===== config.mk =====
export PLATFORM = sky130hd
export DESIGN_NAME = dpram_port_adapter
export DESIGN_NICKNAME = d
export VERILOG_FILES = /design/src/rtl/dpram_port_adapter.sv
export SDC_FILE = /design/constraint.sdc
export NUM_CORES = 1
export LEC_CHECK = 0
export BUFFER_PORTS_ARGS = -buffer_cell sky130_fd_sc_hd__buf_2
export CORE_AREA = 8 8 150 152
export CTS_BUF_LIST = sky130_fd_sc_hd__clkbuf_16
export CTS_CLUSTER_SIZE = 10
export DETAILED_ROUTE_END_ITERATION = 16
export DIE_AREA = 0 0 158 160
export PLACE_DENSITY = 0.77
export SLEW_MARGIN = 0
export SYNTH_ARGS = -nofsm -noshare
export SYNTH_HDL_FRONTEND = slang
export SYNTH_SLANG_ARGS = --single-unit

===== constraint.sdc =====
create_clock -name clk_i -period 3.3 [get_ports clk_i]
set_input_delay 0 -clock clk_i [delete_from_list [all_inputs] [get_ports clk_i]]
set_output_delay 0 -clock clk_i [all_outputs]
set_load 0.02 [all_outputs]

===== src/rtl/dpram_port_adapter.sv =====
// dpram_port_adapter: request-side front end for one port of the 64-bit
// dual-port data RAM. Converts byte-addressed, sized load/store requests into
// word address, byte enables and lane-replicated write data, then aligns and
// extends the 1-cycle-latency read data into a 2-entry response FIFO.
//
// Handshake: a transfer happens on a channel in any cycle where valid and
// ready are both high; valid never depends on ready. req_ready_o looks ahead
// at the response pop (rsp_ready_i -> req_ready_o is combinational), so full
// throughput is kept while the consumer drains.
module dpram_port_adapter #(
  parameter int DataWidth     = 64,
  parameter int Depth         = 1280,
  parameter int AddrWidth     = $clog2(Depth),
  parameter int ByteAddrWidth = AddrWidth + 3
) (
  input  logic                     clk_i,
  input  logic                     rstn_i,
  input  logic                     req_valid_i,
  output logic                     req_ready_o,
  input  logic [ByteAddrWidth-1:0] req_addr_i,
  input  logic                     req_we_i,
  input  logic [1:0]               req_size_i,
  input  logic                     req_unsigned_i,
  input  logic [DataWidth-1:0]     req_wdata_i,
  output logic                     rsp_valid_o,
  input  logic                     rsp_ready_i,
  output logic [DataWidth-1:0]     rsp_rdata_o,
  output logic                     rsp_err_o,
  output logic [AddrWidth-1:0]     mem_addr_o,
  output logic [DataWidth-1:0]     mem_din_o,
  output logic [7:0]               mem_be_o,
  output logic                     mem_wren_o,
  output logic                     mem_rden_o,
  input  logic [DataWidth-1:0]     mem_dout_i
);

  localparam logic [AddrWidth:0] DepthW = Depth[AddrWidth:0];

  // Request decode
  logic [2:0]           req_off;
  logic [AddrWidth-1:0] req_waddr;
  logic                 align_err;
  logic                 range_err;
  logic                 req_err;
  logic                 req_acc;
  logic [7:0]           size_mask;

  // In-flight stage (the cycle the RAM is producing read data)
  logic       stage_valid_q, stage_valid_d;
  logic       stage_we_q, stage_we_d;
  logic [1:0] stage_size_q, stage_size_d;
  logic [2:0] stage_off_q, stage_off_d;
  logic       stage_uns_q, stage_uns_d;
  logic       stage_err_q, stage_err_d;

  // Response FIFO
  logic [DataWidth-1:0] fifo_rdata_q [2];
  logic [DataWidth-1:0] fifo_rdata_d [2];
  logic                 fifo_err_q [2];
  logic                 fifo_err_d [2];
  logic                 wr_ptr_q, wr_ptr_d;
  logic                 rd_ptr_q, rd_ptr_d;
  logic [1:0]           count_q, count_d;

  logic [1:0]           occ;
  logic                 push;
  logic                 pop;
  logic [DataWidth-1:0] shifted;
  logic                 sign_bit;
  logic                 fill;
  logic [DataWidth-1:0] load_ext;
  logic [DataWidth-1:0] push_rdata;

  // Request decode, credit check and RAM strobes
  always_comb begin
    req_off   = req_addr_i[2:0];
    req_waddr = req_addr_i[ByteAddrWidth-1:3];
    case (req_size_i)
      2'd0:    align_err = 1'b0;
      2'd1:    align_err = req_off[0];
      2'd2:    align_err = |req_off[1:0];
      default: align_err = |req_off;
    endcase
    range_err = ({1'b0, req_waddr} >= DepthW);
    req_err   = align_err | range_err;

    case (req_size_i)
      2'd0:    size_mask = 8'h01;
      2'd1:    size_mask = 8'h03;
      2'd2:    size_mask = 8'h0F;
      default: size_mask = 8'hFF;
    endcase

    rsp_valid_o = (count_q != 2'd0);
    pop         = rsp_valid_o & rsp_ready_i;
    push        = stage_valid_q;
    occ         = count_q + {1'b0, stage_valid_q};
    req_ready_o = rstn_i & ((occ < 2'd2) | pop);
    req_acc     = req_valid_i & req_ready_o;

    mem_addr_o = req_waddr;
    mem_wren_o = req_acc & req_we_i & ~req_err;
    mem_rden_o = req_acc & ~req_we_i & ~req_err;
    mem_be_o   = mem_wren_o ? (size_mask << req_off) : 8'h00;

    case (req_size_i)
      2'd0:    mem_din_o = {8{req_wdata_i[7:0]}};
      2'd1:    mem_din_o = {4{req_wdata_i[15:0]}};
      2'd2:    mem_din_o = {2{req_wdata_i[31:0]}};
      default: mem_din_o = req_wdata_i;
    endcase
  end

  // Load alignment and extension of the RAM word for the staged request
  always_comb begin
    shifted = mem_dout_i >> {stage_off_q, 3'b000};
    case (stage_size_q)
      2'd0:    sign_bit = shifted[7];
      2'd1:    sign_bit = shifted[15];
      default: sign_bit = shifted[31];
    endcase
    fill = ~stage_uns_q & sign_bit;
    case (stage_size_q)
      2'd0:    load_ext = {{56{fill}}, shifted[7:0]};
      2'd1:    load_ext = {{48{fill}}, shifted[15:0]};
      2'd2:    load_ext = {{32{fill}}, shifted[31:0]};
      default: load_ext = shifted;
    endcase
    push_rdata = (stage_err_q | stage_we_q) ? '0 : load_ext;

    rsp_rdata_o = rsp_valid_o ? fifo_rdata_q[rd_ptr_q] : '0;
    rsp_err_o   = rsp_valid_o & fifo_err_q[rd_ptr_q];
  end

  // Next-state for the stage register and the response FIFO
  always_comb begin
    stage_valid_d = req_acc;
    stage_we_d    = stage_we_q;
    stage_size_d  = stage_size_q;
    stage_off_d   = stage_off_q;
    stage_uns_d   = stage_uns_q;
    stage_err_d   = stage_err_q;
    if (req_acc) begin
      stage_we_d   = req_we_i;
      stage_size_d = req_size_i;
      stage_off_d  = req_off;
      stage_uns_d  = req_unsigned_i;
      stage_err_d  = req_err;
    end

    fifo_rdata_d = fifo_rdata_q;
    fifo_err_d   = fifo_err_q;
    wr_ptr_d     = wr_ptr_q;
    rd_ptr_d     = rd_ptr_q;
    // With the FIFO full, a same-cycle pop frees the head slot before the
    // push lands in it, so count stays at 2.
    if (push) begin
      fifo_rdata_d[wr_ptr_q] = push_rdata;
      fifo_err_d[wr_ptr_q]   = stage_err_q;
      wr_ptr_d               = ~wr_ptr_q;
    end
    if (pop) begin
      rd_ptr_d = ~rd_ptr_q;
    end
    count_d = count_q + {1'b0, push} - {1'b0, pop};
  end

  // State registers; reset discards any in-flight responses
  always_ff @(posedge clk_i or negedge rstn_i) begin
    if (!rstn_i) begin
      stage_valid_q <= 1'b0;
      stage_we_q    <= 1'b0;
      stage_size_q  <= 2'd0;
      stage_off_q   <= 3'd0;
      stage_uns_q   <= 1'b0;
      stage_err_q   <= 1'b0;
      fifo_rdata_q  <= '{default: '0};
      fifo_err_q    <= '{default: 1'b0};
      wr_ptr_q      <= 1'b0;
      rd_ptr_q      <= 1'b0;
      count_q       <= 2'd0;
    end else begin
      stage_valid_q <= stage_valid_d;
      stage_we_q    <= stage_we_d;
      stage_size_q  <= stage_size_d;
      stage_off_q   <= stage_off_d;
      stage_uns_q   <= stage_uns_d;
      stage_err_q   <= stage_err_d;
      fifo_rdata_q  <= fifo_rdata_d;
      fifo_err_q    <= fifo_err_d;
      wr_ptr_q      <= wr_ptr_d;
      rd_ptr_q      <= rd_ptr_d;
      count_q       <= count_d;
    end
  end

endmodule


# Word-level counts from Yosys, hierarchy flattened
# Index checks and enable logic that the tools add are counted.
[op_classes] shift=2 n_mux=20 eq_ne=4 addsub=2 bitwise=19 reduce_logical=6 order_cmp=5
[ops] op="$mux 64" count=6
[ops] op="$pmux 64 s3" count=2
[ops] op="$bwmux 128" count=1
[ops] op="$demux 64 s1" count=1
[ops] op="$shr 64x6->64" count=1
[ops] op="$pmux 8 s3" count=1
[ops] op="$ge 11x11->1 const B" count=1
[ops] op="$and 1x1->1" count=9
[ops] op="$mux 8" count=1
[ops] op="$shl 8x3->8" count=1
[ops] op="$not 1->1" count=5
[ops] op="$eq 2x1->1 const B" count=2
[ops] op="$eq 2x2->1 const B" count=2
[ops] op="$ge 2x2->1 const B" count=2
[ops] op="$logic_not 2->1" count=2
[ops] op="$mux 1" count=4
[ops] op="$not 1->2" count=2
[ops] op="$or 1x1->1" count=3
[ops] op="$pmux 1 s3" count=1
[ops] op="$reduce_or 3->1" count=1
[ops] op="$add 2x1->2" count=1
[ops] op="$bwmux 2" count=1
[ops] op="$lt 2x1->1 const B" count=1
[ops] op="$lt 2x2->1 const B" count=1
[ops] op="6 further kinds" count=6
[word_totals] out_inout_bits=152 in_bits=150 ff_bits=143 wordCells=71

# Longest topological paths before layout
[logic_depth] word_depth=8 depth_mapped=9 mapped_depth_nobuf=6

# Worst setup path after synthesis
# No wires, ideal clock.
[synth_timing] kind="reg-to-output" start="register stage_valid_q, in the netlist push" end="output port mem_be_o[5]" arrival_ns=2.773 path_buffers=0 required_time_ns=3.300 path_slack_ns=0.527 stages_incl_launch_ff=7 path_cell_list="dfrtp_1 ha_1 a21bo_2 o2111ai_1 a211oi_1 nand2_1 a2111oi_0"
[synth_between] elab_chain_cells=8
[synth_lines] element="from (decl)" line_no="49" rtl="logic stage_valid_q, stage_valid_d;"
[synth_lines] element="from (signal assigned)" line_no="183" rtl="stage_valid_q <= stage_valid_d;"
[synth_lines] element="$add 2x1->2" line_no="97" rtl="occ = count_q + {1'b0, stage_valid_q};"
[synth_lines] element="$lt 2x2->1" line_no="98" rtl="req_ready_o = rstn_i & ((occ < 2'd2) | pop);"
[synth_lines] element="$or 1x1->1" line_no="98"
[synth_lines] element="$and 1x1->1" line_no="98"
[synth_lines] element="$and 1x1->1" line_no="99" rtl="req_acc = req_valid_i & req_ready_o;"
[synth_lines] element="$and 1x1->1 (2 in series)" line_no="102" rtl="mem_wren_o = req_acc & req_we_i & ~req_err;"
[synth_lines] element="$mux 8" line_no="104" rtl="mem_be_o = mem_wren_o ? (size_mask << req_off) : 8'h00;"
[synth_lines] element="to (decl)" line_no="31" rtl="output logic [7:0] mem_be_o,"
# Every way passes these cells.

# Worst setup path after layout
# Ends and elaborated chain as after synthesis.

==> impl_metrics.tcl <==
set metrics [dict create \
    grt_max_degree 97 \
    crit_start "push$_DFF_PN0_" \
    boundaryPins 302 \
    critPathTopFamily "compound AO/OA/AOI/OAI gates" \
    syn_nets 1242 \
    fin_nets 1471 \
    grt_pass1_vias 9390 \
    synth_edf_count 0 \
    timing.critical_path.buf_inv 1 \
    yosysWarnings 0 \
    yosysSeqAreaShare 0.362 \
    overflow 0 \
    hpwlAfterDp_um 25300 \
    initial_utilization 0.493 \
    drive_gt1_frac 0.321 \
    worst_setup_path_end_kind "output pin" \
    totalWireLength_um 34700 \
    slowest_delay_ns 0.48 \
    peakVddDrop_mv 0.468 \
    io_buffers 285 \
    maxSlewHeadroom 0.259 \
    cts_root_buf "clkbuf_16" \
    hp-class "in -> out" \
    fp.dieW_um 158 \
    power_leakage_nw 5.84 \
    crit_fanout 9 \
    first_pass_iters 6 \
    grt_setup_unrepaired "false" \
    hold_viol_final 0 \
    crit_end "mem_be_o[5]" \
    n_antenna_cell 0 \
    clkTransAtPathRegs_ns 0.06 \
    drv_slew 0 \
    yosys.area_share.simple 0.128 \
    vias_per_cell 6.04 \
    core_area_um2 20000 \
    design_area_um2 12100 \
    cp_slowest_cell "dfrtp_1" \
    ys_ff_latch 143 \
    cts_buffers 17 \
    clockBufferDepth 2 \
    drv_cap 0 \
    detail-route-antenna-nets 0 \
    required_ns 3.30 \
    synthCells 1090 \
    synth_top_family_by_area "multiplexers" \
    status "completed" \
    synth-xor-area-share 0.00443 \
    worst-setup-path-type "reg -> out" \
    reg2reg_slack_ns 0.38 \
    row_count 52 \
    num-fill-cells 1767 \
    finalCriticalPeriod_ns 3.10 \
    skew_ns 0.00915 \
    reg2reg_depth 5 \
    clock_latency_ns 0.43 \
    dieArea_um2 25300 \
    synthArstFlopShare 1.00 \
    synth_area_per_cell_um2 9.07 \
    fin_ws_ns 0.197 \
    cts_setup_buffers 0 \
    cp.arrival_ns 3.10 \
    crit_path_start_kind "flop" \
    synth_compound_area_frac 0.200 \
    synth_area_um2 9890 \
    place_area_um2 11400 \
    timing.rr.start "stage_off_q[1]$_DFFE_PN0N_" \
    tightestPinTransition_ns 1.11 \
    fin_cells 1602 \
    synth_fa_ha_area_frac 0.00253 \
    clock-sinks 143 \
    muxShareOfSynthArea 0.243 \
    drc 0 \
    timing.fmax_mhz 322 \
    rr_endpoint "fifo_rdata_q[21]$_DFFE_PN0P_" \
    grt.total_usage 0.267 \
    finalHoldWorstSlack_ns 0.00000881 \
    path_cells "ha_1 -> a21bo_2 -> o2111ai_1 -> a211oi_2 -> nand2_1 -> a2111oi_0 -> buf_2" \
    synthFlopType "dfrtp_1" \
    place_ws_ns 0.396 \
    critical_path_depth 7 \
    place_inst 1554 \
    fin_setup_tns_ns 0 \
    antenna_found_initial 2 \
    synthDistinctLibCells 54 \
    num_vias 9672 \
    die_h_um 160 \
    cts_tree "yes" \
    fin_crit_sh 0.940 \
    drt_iter0_markers 1127 \
    gp_congestion 0.921 \
    syn_to_final_growth_pct 22.6 \
    setup_viol 0 \
    grt_pass1_wl_um 53100 \
    htreeDepth 4 \
    post_drt_wl_per_cell_um 21.7 \
    p_per_area_nw_per_um2 779 \
]
## layout by cell type, fill, tap and decap left out, types with 10 or more instances in the layout
cell and n:
nor2b_1 11, nand3_1 10, dfrtp_1 140, buf_4 28
mux2_2 47, inv_1 15, mux4_2 16, a21oi_1 24
nor2_1 107, buf_2 284, and3_1 10, mux2i_1 151
o21ai_0 76, clkbuf_16 17, a22oi_1 90, nand2_1 88
o21ai_1 63, nand2b_1 19, o21a_1 10, dlygate4sd3_1 16
## what timing repair did
action	CTS	global route
endpoints found under the hold margin	98	0
resized for setup	0	1
setup endpoints to repair	0	2
hold buffers	16	0
## registers in the layout (all words and copies together), names as in the netlist
name          cells
stage_err_q       1
fifo_err_q        2
stage_we_q        1
count_q           2
stage_off_q       3
fifo_rdata_q    128
push              1
stage_size_q      2
rd_ptr_q          1
stage_uns_q       1
wr_ptr_q          1
## synthesized netlist by cell type, drive strengths merged, types with 11 or more instances
cell type,instances,area [um^2]
clkbuf,72,270
o21ai,139,696
a21oi,24,120
nand2b,20,125
mux2,47,529
nor2b,11,68.8
nand2,89,334
inv,15,56.3
nor2,108,405
mux2i,151,1510
mux4,16,360
dfrtp,143,3580
a22oi,90,676
buf,49,269
## logic make-up (layout without fill, tap and decap cells)
| kind of cell | after synthesis | count (layout) |
|---|---|---|
| DFF | 143 | 143 |
| buffers and inverters | 137 | 379 |
| adders and majority gates | 2 | 2 |
| xor gates and xnor gates | 5 | 5 |
| muxes | 214 | 214 |
| AOI/OAI and AO/OA | 308 | 308 |
| and+or+nand+nor | 281 | 281 |
## cell type report
| class | instances | area, um^2 | share of cell area |
|---|---|---|---|
| Tap cell | 270 | 338 | 0.0279 |
| Sequential cell | 143 | 3590 | 0.296 |
| Timing Repair Buffer | 331 | 1840 | 0.152 |
| Clock buffer | 17 | 425 | 0.0351 |
| Inverter | 16 | 60.1 | 0.00496 |
| Clock inverter | 15 | 126 | 0.0104 |
| Multi-Input combinational cell | 810 | 5740 | 0.473 |
## layer usage
layer	wire, um	global-route usage
met1	14400	0.364
met4	960	0.0828
met5	27	0
met2	16300	0.415
met3	2940	0.0580
## metrics by stage
| step | util | total power [mW] |
|---|---|---|
| after global placement | 0.569 | 7.45 |
| after detailed placement | 0.569 | 7.57 |
| after CTS | 0.605 | 9.44 |
| after floorplan | - | 6.17 |
| after global routing | 0.605 | 9.98 |
| final | 0.605 | 9.45 |
## power by group
group | switching (mW) | internal [mW]
clock network | 0.844 | 0.985
logic | 2.82 | 1.86
registers | 0.530 | 2.41
total | 4.19 | 5.25
## worst min-delay path by stage
stage                              from                           end  slack, ns  cells past startpoint
after floorplan                  rstn_i          count_q[0]$_DFF_PN0_      -0.30                      0
final                     req_addr_i[8]                 mem_addr_o[5]   0.000009                      0
after CTS                 req_addr_i[4]                 mem_addr_o[1]     0.0001                      0
after global placement           rstn_i  fifo_rdata_q[20]$_DFFE_PN0P_      -0.13                      1
after global routing      req_addr_i[8]                 mem_addr_o[5]    0.00006                      0
after detailed placement         rstn_i  fifo_rdata_q[90]$_DFFE_PN0P_      -0.13                      1
Note: power is estimated with default switching activity, not from simulation.
